File: config.mk
export PLATFORM = sky130hd
export DESIGN_NAME = risc16_control
export DESIGN_NICKNAME = d
export VERILOG_FILES = /design/src/rtl/risc16_pkg.sv /design/src/rtl/risc16_decode.sv /design/src/rtl/risc16_control.sv
export SDC_FILE = /design/constraint.sdc
export NUM_CORES = 1
export LEC_CHECK = 0
export CORE_ASPECT_RATIO = 0.6
export CORE_UTILIZATION = 40
export CTS_BUF_LIST = sky130_fd_sc_hd__clkbuf_4
export CTS_CLUSTER_DIAMETER = 30
export CTS_CLUSTER_SIZE = 25
export DETAILED_ROUTE_END_ITERATION = 16
export HOLD_SLACK_MARGIN = 0.05
export PLACE_DENSITY = 0.76
export SKIP_LAST_GASP = 1
export SLEW_MARGIN = 40
export SYNTH_ARGS = -nofsm -noshare
export SYNTH_HDL_FRONTEND = slang
export SYNTH_SLANG_ARGS = --single-unit
File: constraint.sdc
create_clock -name clk -period 2.2 [get_ports clk]
set_input_delay 0.55 -clock clk [delete_from_list [all_inputs] [get_ports clk]]
set_output_delay 0.55 -clock clk [all_outputs]
set_load 0.02 [all_outputs]
File: src/rtl/risc16_pkg.sv
// Shared encodings for the RISC16 multi-cycle control unit.
// Covers opcodes, FSM states, datapath mux selects and the decoded control word.
package risc16_pkg;

    localparam int unsigned IR_W   = 16;
    localparam int unsigned REG_W  = 3;
    localparam int unsigned SEL_W  = 2;

    typedef enum logic [2:0] {
        OP_ADD  = 3'b000,
        OP_ADDI = 3'b001,
        OP_NAND = 3'b010,
        OP_LUI  = 3'b011,
        OP_SW   = 3'b100,
        OP_LW   = 3'b101,
        OP_BEQ  = 3'b110,
        OP_JALR = 3'b111
    } opcode_e;

    typedef enum logic [2:0] {
        ST_FETCH  = 3'd0,
        ST_DECODE = 3'd1,
        ST_EXEC   = 3'd2,
        ST_MEM    = 3'd3,
        ST_WB     = 3'd4,
        ST_HALTED = 3'd5
    } state_e;

    typedef enum logic [1:0] {
        ALU_ADD  = 2'b00,
        ALU_NAND = 2'b01,
        ALU_PASS = 2'b10,
        ALU_EQ   = 2'b11
    } func_alu_e;

    typedef enum logic [1:0] {
        TGT_MEM = 2'b00,
        TGT_ALU = 2'b01,
        TGT_PC  = 2'b10
    } mux_tgt_e;

    typedef enum logic [1:0] {
        PC_INC = 2'b00,
        PC_REL = 2'b01,
        PC_REG = 2'b10
    } mux_pc_e;

    // Per-opcode control word; constant for the lifetime of one instruction.
    typedef struct packed {
        func_alu_e func_alu;
        logic      mux_alu2;
        mux_tgt_e  mux_tgt;
        logic      mux_rf;
        mux_pc_e   mux_pc;
        logic      is_mem;
        logic      is_sw;
        logic      is_beq;
        logic      is_jalr;
    } ctrl_t;

endpackage

File: src/rtl/risc16_decode.sv
// Combinational opcode decoder: maps the latched opcode to its control word.
module risc16_decode
    import risc16_pkg::*;
(
    input  opcode_e opcode,
    output ctrl_t   ctrl
);

    always_comb begin
        ctrl          = '0;
        ctrl.func_alu = ALU_ADD;
        ctrl.mux_tgt  = TGT_ALU;
        ctrl.mux_pc   = PC_INC;
        case (opcode)
            OP_ADD: begin
            end
            OP_ADDI: begin
                ctrl.mux_alu2 = 1'b1;
            end
            OP_NAND: begin
                ctrl.func_alu = ALU_NAND;
            end
            OP_LUI: begin
                ctrl.func_alu = ALU_PASS;
                ctrl.mux_alu2 = 1'b1;
            end
            OP_SW: begin
                ctrl.mux_alu2 = 1'b1;
                ctrl.mux_rf   = 1'b1;
                ctrl.is_mem   = 1'b1;
                ctrl.is_sw    = 1'b1;
            end
            OP_LW: begin
                ctrl.mux_alu2 = 1'b1;
                ctrl.mux_tgt  = TGT_MEM;
                ctrl.is_mem   = 1'b1;
            end
            OP_BEQ: begin
                ctrl.func_alu = ALU_EQ;
                ctrl.mux_rf   = 1'b1;
                ctrl.mux_pc   = PC_REL;
                ctrl.is_beq   = 1'b1;
            end
            OP_JALR: begin
                ctrl.mux_tgt  = TGT_PC;
                ctrl.mux_pc   = PC_REG;
                ctrl.is_jalr  = 1'b1;
            end
            default: begin
            end
        endcase
    end

endmodule

File: src/rtl/risc16_control.sv
// Multi-cycle RISC16 control unit: Moore FSM, instruction register and
// retired-instruction counter driving the datapath selects and memory strobes.
module risc16_control
    import risc16_pkg::*;
#(
    parameter int unsigned CNT_W   = 16,
    parameter bit          HALT_EN = 1'b1
) (
    input  logic               clk,
    input  logic               rst,
    input  logic [IR_W-1:0]    ir_in,
    input  logic               imem_ready,
    input  logic               dmem_ready,
    input  logic               alu_eq,
    output logic               imem_req,
    output logic               dmem_req,
    output logic               dmem_we,
    output logic               WE_rf,
    output logic               MUX_rf,
    output logic [SEL_W-1:0]   MUX_tgt,
    output logic               WE_pc,
    output logic [SEL_W-1:0]   MUX_pc,
    output logic [SEL_W-1:0]   FUNC_alu,
    output logic               MUX_alu2,
    output logic [REG_W-1:0]   rA,
    output logic [REG_W-1:0]   rB,
    output logic [REG_W-1:0]   rC,
    output logic [IR_W-1:0]    simm7,
    output logic [IR_W-1:0]    imm10,
    output logic               halted,
    output logic [CNT_W-1:0]   instr_count
);

    state_e           state;
    state_e           state_nxt;
    logic [IR_W-1:0]  ir;
    ctrl_t            ctrl;
    logic             retire;
    logic             halt_req;

    risc16_decode u_decode (
        .opcode (opcode_e'(ir[15:13])),
        .ctrl   (ctrl)
    );

    assign rA       = ir[12:10];
    assign rB       = ir[9:7];
    assign rC       = ir[2:0];
    assign simm7    = {{9{ir[6]}}, ir[6:0]};
    assign imm10    = {ir[9:0], 6'b0};
    assign halt_req = HALT_EN && ctrl.is_jalr && (ir[6:0] != 7'd0);

    // State register
    always_ff @(posedge clk) begin
        if (rst) begin
            state <= ST_FETCH;
        end else begin
            state <= state_nxt;
        end
    end

    // Next-state logic
    always_comb begin
        state_nxt = state;
        case (state)
            ST_FETCH: begin
                if (imem_ready) begin
                    state_nxt = ST_DECODE;
                end
            end
            ST_DECODE: begin
                state_nxt = halt_req ? ST_HALTED : ST_EXEC;
            end
            ST_EXEC: begin
                if (ctrl.is_beq) begin
                    state_nxt = ST_FETCH;
                end else if (ctrl.is_mem) begin
                    state_nxt = ST_MEM;
                end else begin
                    state_nxt = ST_WB;
                end
            end
            ST_MEM: begin
                if (dmem_ready) begin
                    state_nxt = ctrl.is_sw ? ST_FETCH : ST_WB;
                end
            end
            ST_WB: begin
                state_nxt = ST_FETCH;
            end
            ST_HALTED: begin
                state_nxt = ST_HALTED;
            end
            default: begin
                state_nxt = ST_FETCH;
            end
        endcase
    end

    // Output decode; strobes are masked while rst is held so nothing fires during reset.
    always_comb begin
        imem_req = 1'b0;
        dmem_req = 1'b0;
        dmem_we  = 1'b0;
        WE_rf    = 1'b0;
        WE_pc    = 1'b0;
        MUX_pc   = PC_INC;
        retire   = 1'b0;
        halted   = 1'b0;
        MUX_rf   = ctrl.mux_rf;
        MUX_tgt  = ctrl.mux_tgt;
        FUNC_alu = ctrl.func_alu;
        MUX_alu2 = ctrl.mux_alu2;
        case (state)
            ST_FETCH: begin
                imem_req = !rst;
                WE_pc    = imem_ready && !rst;
            end
            ST_DECODE: begin
            end
            ST_EXEC: begin
                MUX_pc = ctrl.mux_pc;
                if (ctrl.is_beq) begin
                    WE_pc  = alu_eq && !rst;
                    retire = 1'b1;
                end
            end
            ST_MEM: begin
                MUX_pc   = ctrl.mux_pc;
                dmem_req = !rst;
                dmem_we  = ctrl.is_sw && !rst;
                retire   = ctrl.is_sw && dmem_ready;
            end
            ST_WB: begin
                MUX_pc = ctrl.mux_pc;
                WE_rf  = (ir[12:10] != 3'd0) && !rst;
                WE_pc  = ctrl.is_jalr && !rst;
                retire = 1'b1;
            end
            ST_HALTED: begin
                halted = 1'b1;
            end
            default: begin
            end
        endcase
    end

    // Instruction register and retired-instruction counter
    always_ff @(posedge clk) begin
        if (rst) begin
            ir          <= '0;
            instr_count <= '0;
        end else begin
            if (state == ST_FETCH && imem_ready) begin
                ir <= ir_in;
            end
            if (retire) begin
                instr_count <= instr_count + CNT_W'(1);
            end
        end
    end

endmodule

==> results.md <==
| Stage | Item | Value |
| --- | --- | --- |
| floorplan | Die height | 58.8 µm |
| route | Highest routed metal layer | met4 |
| timing | Min Tclk post-route | 2.15 ns |
| cells and area | Most frequent cells in the layout | sky130_fd_sc_hd__clkdlybuf4s50_1, sky130_fd_sc_hd__nand2_1, sky130_fd_sc_hd__dfxtp_1 |
| floorplan | Die extent in x | 96.6 µm |
| grt | Number of global-route vias before repair | 1704 |
| logic synthesis | Number of register bits inferred by synthesis | 35 |
| setup path | Length in cells of the worst reg-to-reg path | 7 |
| timing | Least-Margin Pin Slew | 0.506 ns |
| cts | Setup bufs post-CTS | 0 |
| grt | Overflow left after global routing | 0 |
| logic synthesis | Number of distinct library cell variants in the gate-level netlist after synthesis | 49 |
| setup path | Element type at the critical path start | flop |
| floorplan | Initial core utilization | 42.1% |
| cts | Hold Buf Count CTS | 0 |
| pwr | Pwr dens | 622 nW/µm² |
| cts | Number of clock buffers inserted by TritonCTS | 5 |
| setup path | Critical path endpoint | WE_rf |
| cells and area | Synth-to-layout area growth | 40.0% |
| placement | Standard cell area after detailed placement | 2930 µm² |
| flow run | Max Cap Viol | 0 |
| run status | Outcome | finished clean |
| timing | Sum of negative setup slack | 0 ns |
| cts | Clock-pin transition on the worst setup and hold timing paths | 0.11 ns |
| setup path | Family with the most delay on the worst path | simple AND/OR/NAND/NOR gates |
| grt | Overall routing resource usage | 19.4% |
| route | Average via count per standard cell | 4.98 |
| setup path | Capturing point of the worst reg2reg path | instr_count[15] |
| logic synthesis | Top FF cell, synth | sky130_fd_sc_hd__dfxtp_1 |
| route | Antenna-violating nets left | 0 |
| logic synthesis | Async set-reset flop share out of synthesis | 0% |
| cts | Skew-Pair Late Insertion Delay | 0.34 ns |
| setup path | Endpoint required time on the critical path | 1.65 ns |
| floorplan | Core Region | 5100 µm² |
| floorplan | Boundary Pins | 92 |
| setup path | Critical-path cell list | buf_4 -> inv_2 -> or3_4 -> nor3_2 -> buf_4 |
| pwr | VDD IR-drop max | 0.276 mV |
| cts | CTS tree | yes |
| grt | First-pass GRT wire length | 8.34 mm |
| route | Routed wire length | 5.45 mm |
| timing | Final cycle utilization of the critical path | 97.6% |
| logic synthesis | Yosys warnings | 0 |
| setup path | WP buf/inv | 3 |
| cts | H-tree depth | 2 |
| floorplan | FP Rows | 20 |
| setup path | Worst Path Max Fanout | 5 |
| cells and area | Cell area after layout | 3010 µm² |
| route | Met1 wire length | 2.72 mm |
| pwr | Static Leak | 1.17 nW |
| setup path | Launch point of the worst path | state[2] |
| timing | Fmax | 466 MHz |
| grt | Initial antenna violation count | 0 |
| placement | Port Buffer Count | 85 |
| placement | Total half-perimeter wirelength after legalization and detailed placement | 3.99 mm |
| timing | Setup repair after global routing missed its margin | yes |
| logic synthesis | Sequential-to-total area share from yosys stat | 32.6% |
| cells and area | Leading cell type in the layout, fill and taps excluded | sky130_fd_sc_hd__clkdlybuf4s50_1 |
| setup path | Endpoint kind of the worst setup timing path | output pin |
| cts | Clk sinks | 35 |
| timing | Final Hold Violating Endpoints | 0 |
| cts | Maximum root-to-sink buffer count | 2 |
| timing | Final setup vio count | 0 |
| cells and area | Share of post-route cells with drive strength above 1 | 18.3% |
| setup path | Dominant cell type by count on the critical path | sky130_fd_sc_hd__buf_4 |
| cells and area | Number of inserted diodes | 0 |
| setup path | Arrival time at the worst endpoint | 1.60 ns |
| logic synthesis | Synthesized area | 2150 µm² |
| setup path | Critical R2R Launch | state[2] |
| min path | Worst min-delay path class | reg -> reg |
| logic synthesis | Synthesized instance count | 265 |
| logic synthesis | Number of flops mapped to enable cells by yosys | 0 |
| timing | Max-slew violations | 0 |
| timing | Worst slew slack as a fraction of its limit | 65.4% |
| setup path | Reg-to-reg slack, setup | 0.36 ns |
| cts | Cell at the root of the clock tree | sky130_fd_sc_hd__clkbuf_4 |
| cells and area | Fin nets | 355 |
| route | Number of search-and-repair iterations in the first detailed-routing pass | 4 |
| route | Routed wire length on met3 | 420 µm |
| route | Initial detailed-routing violation count | 72 |
| route | Post-route DRC | 0 |
| route | Total via count after detailed routing | 1990 |
| grt | Largest net degree at the start of global routing | 36 |
| setup path | Critical path class | reg -> out |
| timing | Worst setup skew after layout | 0.00647 ns |
| setup path | Crit-path max cell delay | 0.41 ns |
| logic synthesis | Mean post-synth cell area | 8.10 µm² |
| min path | Start point of the worst hold path | ir[7] |
| setup path | Cell with the biggest individual delay on the critical path | sky130_fd_sc_hd__or3_4 |
| route | Drt wl/cell | 13.6 µm |
| route | Met2 wire length | 2.30 mm |
| setup path | Critical path depth in cells | 5 |
| placement | Placer Congestion | 0.856 |
| floorplan | Die Outline Area | 5670 µm² |
[cell type report]
cell class | count | area [µm²]
clock buffers | 5 | 37.5
clock inverters | 3 | 38.8
fillers | 457 | 2100
inverters | 4 | 15.0
multi-input cells | 175 | 1090
flip-flops and latches | 35 | 707
well taps | 66 | 82.6
repair buffers | 112 | 1030
[synthesized netlist by cell type (all sizes together) (2+ instances only)]
cell	count	area (µm²)
o211ai	2	28.8
nand3	3	15.0
a21oi	25	125
or4	2	18.8
inv	4	15.0
nor2b	4	27.5
nor2	22	82.6
and4	2	17.5
and2	2	12.5
a31oi	2	12.5
a211oi	3	37.5
nor3	6	30.0
nor4	2	12.5
clkbuf	8	30.0
buf	48	352
nand2	48	183
xor2	7	61.3
dfxtp	35	701
o21ai	4	23.8
a2111oi	4	60.1
o2111ai	4	35.0
nand4	3	18.8
or3	2	17.5
xnor2	9	78.8
[layer usage]
layer | track usage [%] | vias up
li1 | - | 990
met1 | 28.8 | 924
met2 | 28.1 | 74
met3 | 4.52 | 2
met4 | 5.04 | 0
met5 | 0 | -
[registers in the layout, indices dropped and copies added, names as in the netlist]
signal,flops
instr_count,16
ir,16
state,3
[where the power goes]
group / internal, W / switching (W)
sequential: 0.000679 / 0.0000510
combinational: 0.000307 / 0.000371
clock: 0.000234 / 0.000228
[worst register-to-register path, stage by stage (launching register included)]
cell and delay [ns]:
sky130_fd_sc_hd__dfxtp_4 0.39, sky130_fd_sc_hd__buf_4 0.11, sky130_fd_sc_hd__inv_2 0.03, sky130_fd_sc_hd__or3_4 0.41
sky130_fd_sc_hd__buf_4 0.20, sky130_fd_sc_hd__nand2_2 0.07, sky130_fd_sc_hd__nor4b_4 0.19, sky130_fd_sc_hd__mux2_1 0.34
[cell families (layout without fill, tap and decap cells)]
kind of cell / Yosys count / count (layout) / synth area share [%]
simple gates: 102 / 102 / 23.1
buf+inv: 60 / 124 / 18.5
compound gates: 49 / 49 / 18.0
flops: 35 / 35 / 32.6
xor+xnor: 16 / 16 / 6.53
fa+ha+maj: 1 / 1 / 0.583
other cells: 1 / 6 / 0.175
mux: 1 / 1 / 0.524
[worst min path at each step]
| stage | end | slack, ns | cells past startpoint |
|---|---|---|---|
| 3_3_place_gp | ir[7] | 0.46 | 2 |
| 6_report | ir[7] | 0.48 | 2 |
| 3_5_place_dp | ir[12] | 0.46 | 2 |
| 4_1_cts | ir[8] | 0.48 | 2 |
| 2_1_floorplan | ir[11] | 0.45 | 2 |
| 5_1_grt | ir[7] | 0.51 | 2 |
[metrics by stage]
stage               hold WS, ns  util (%)  instances  power, W  setup WS [ns]
floorplan                 0.449         -        270   0.00121         0.0639
global placement          0.459      57.3        392   0.00141         -0.558
detailed placement        0.464      57.3        392   0.00142         -0.583
CTS                       0.480      58.2        400   0.00187         -0.286
global route              0.512      58.9        400   0.00197        -0.0566
finish                    0.478      58.9        400   0.00187         0.0533
[timing repair]
action | in CTS | in global routing
gates cloned | 0 | 0
endpoints found under the setup margin | 13 | 17
gates resized for setup | 31 | 18
pin swaps | 0 | 3
(Power assumes the default switching activity.)
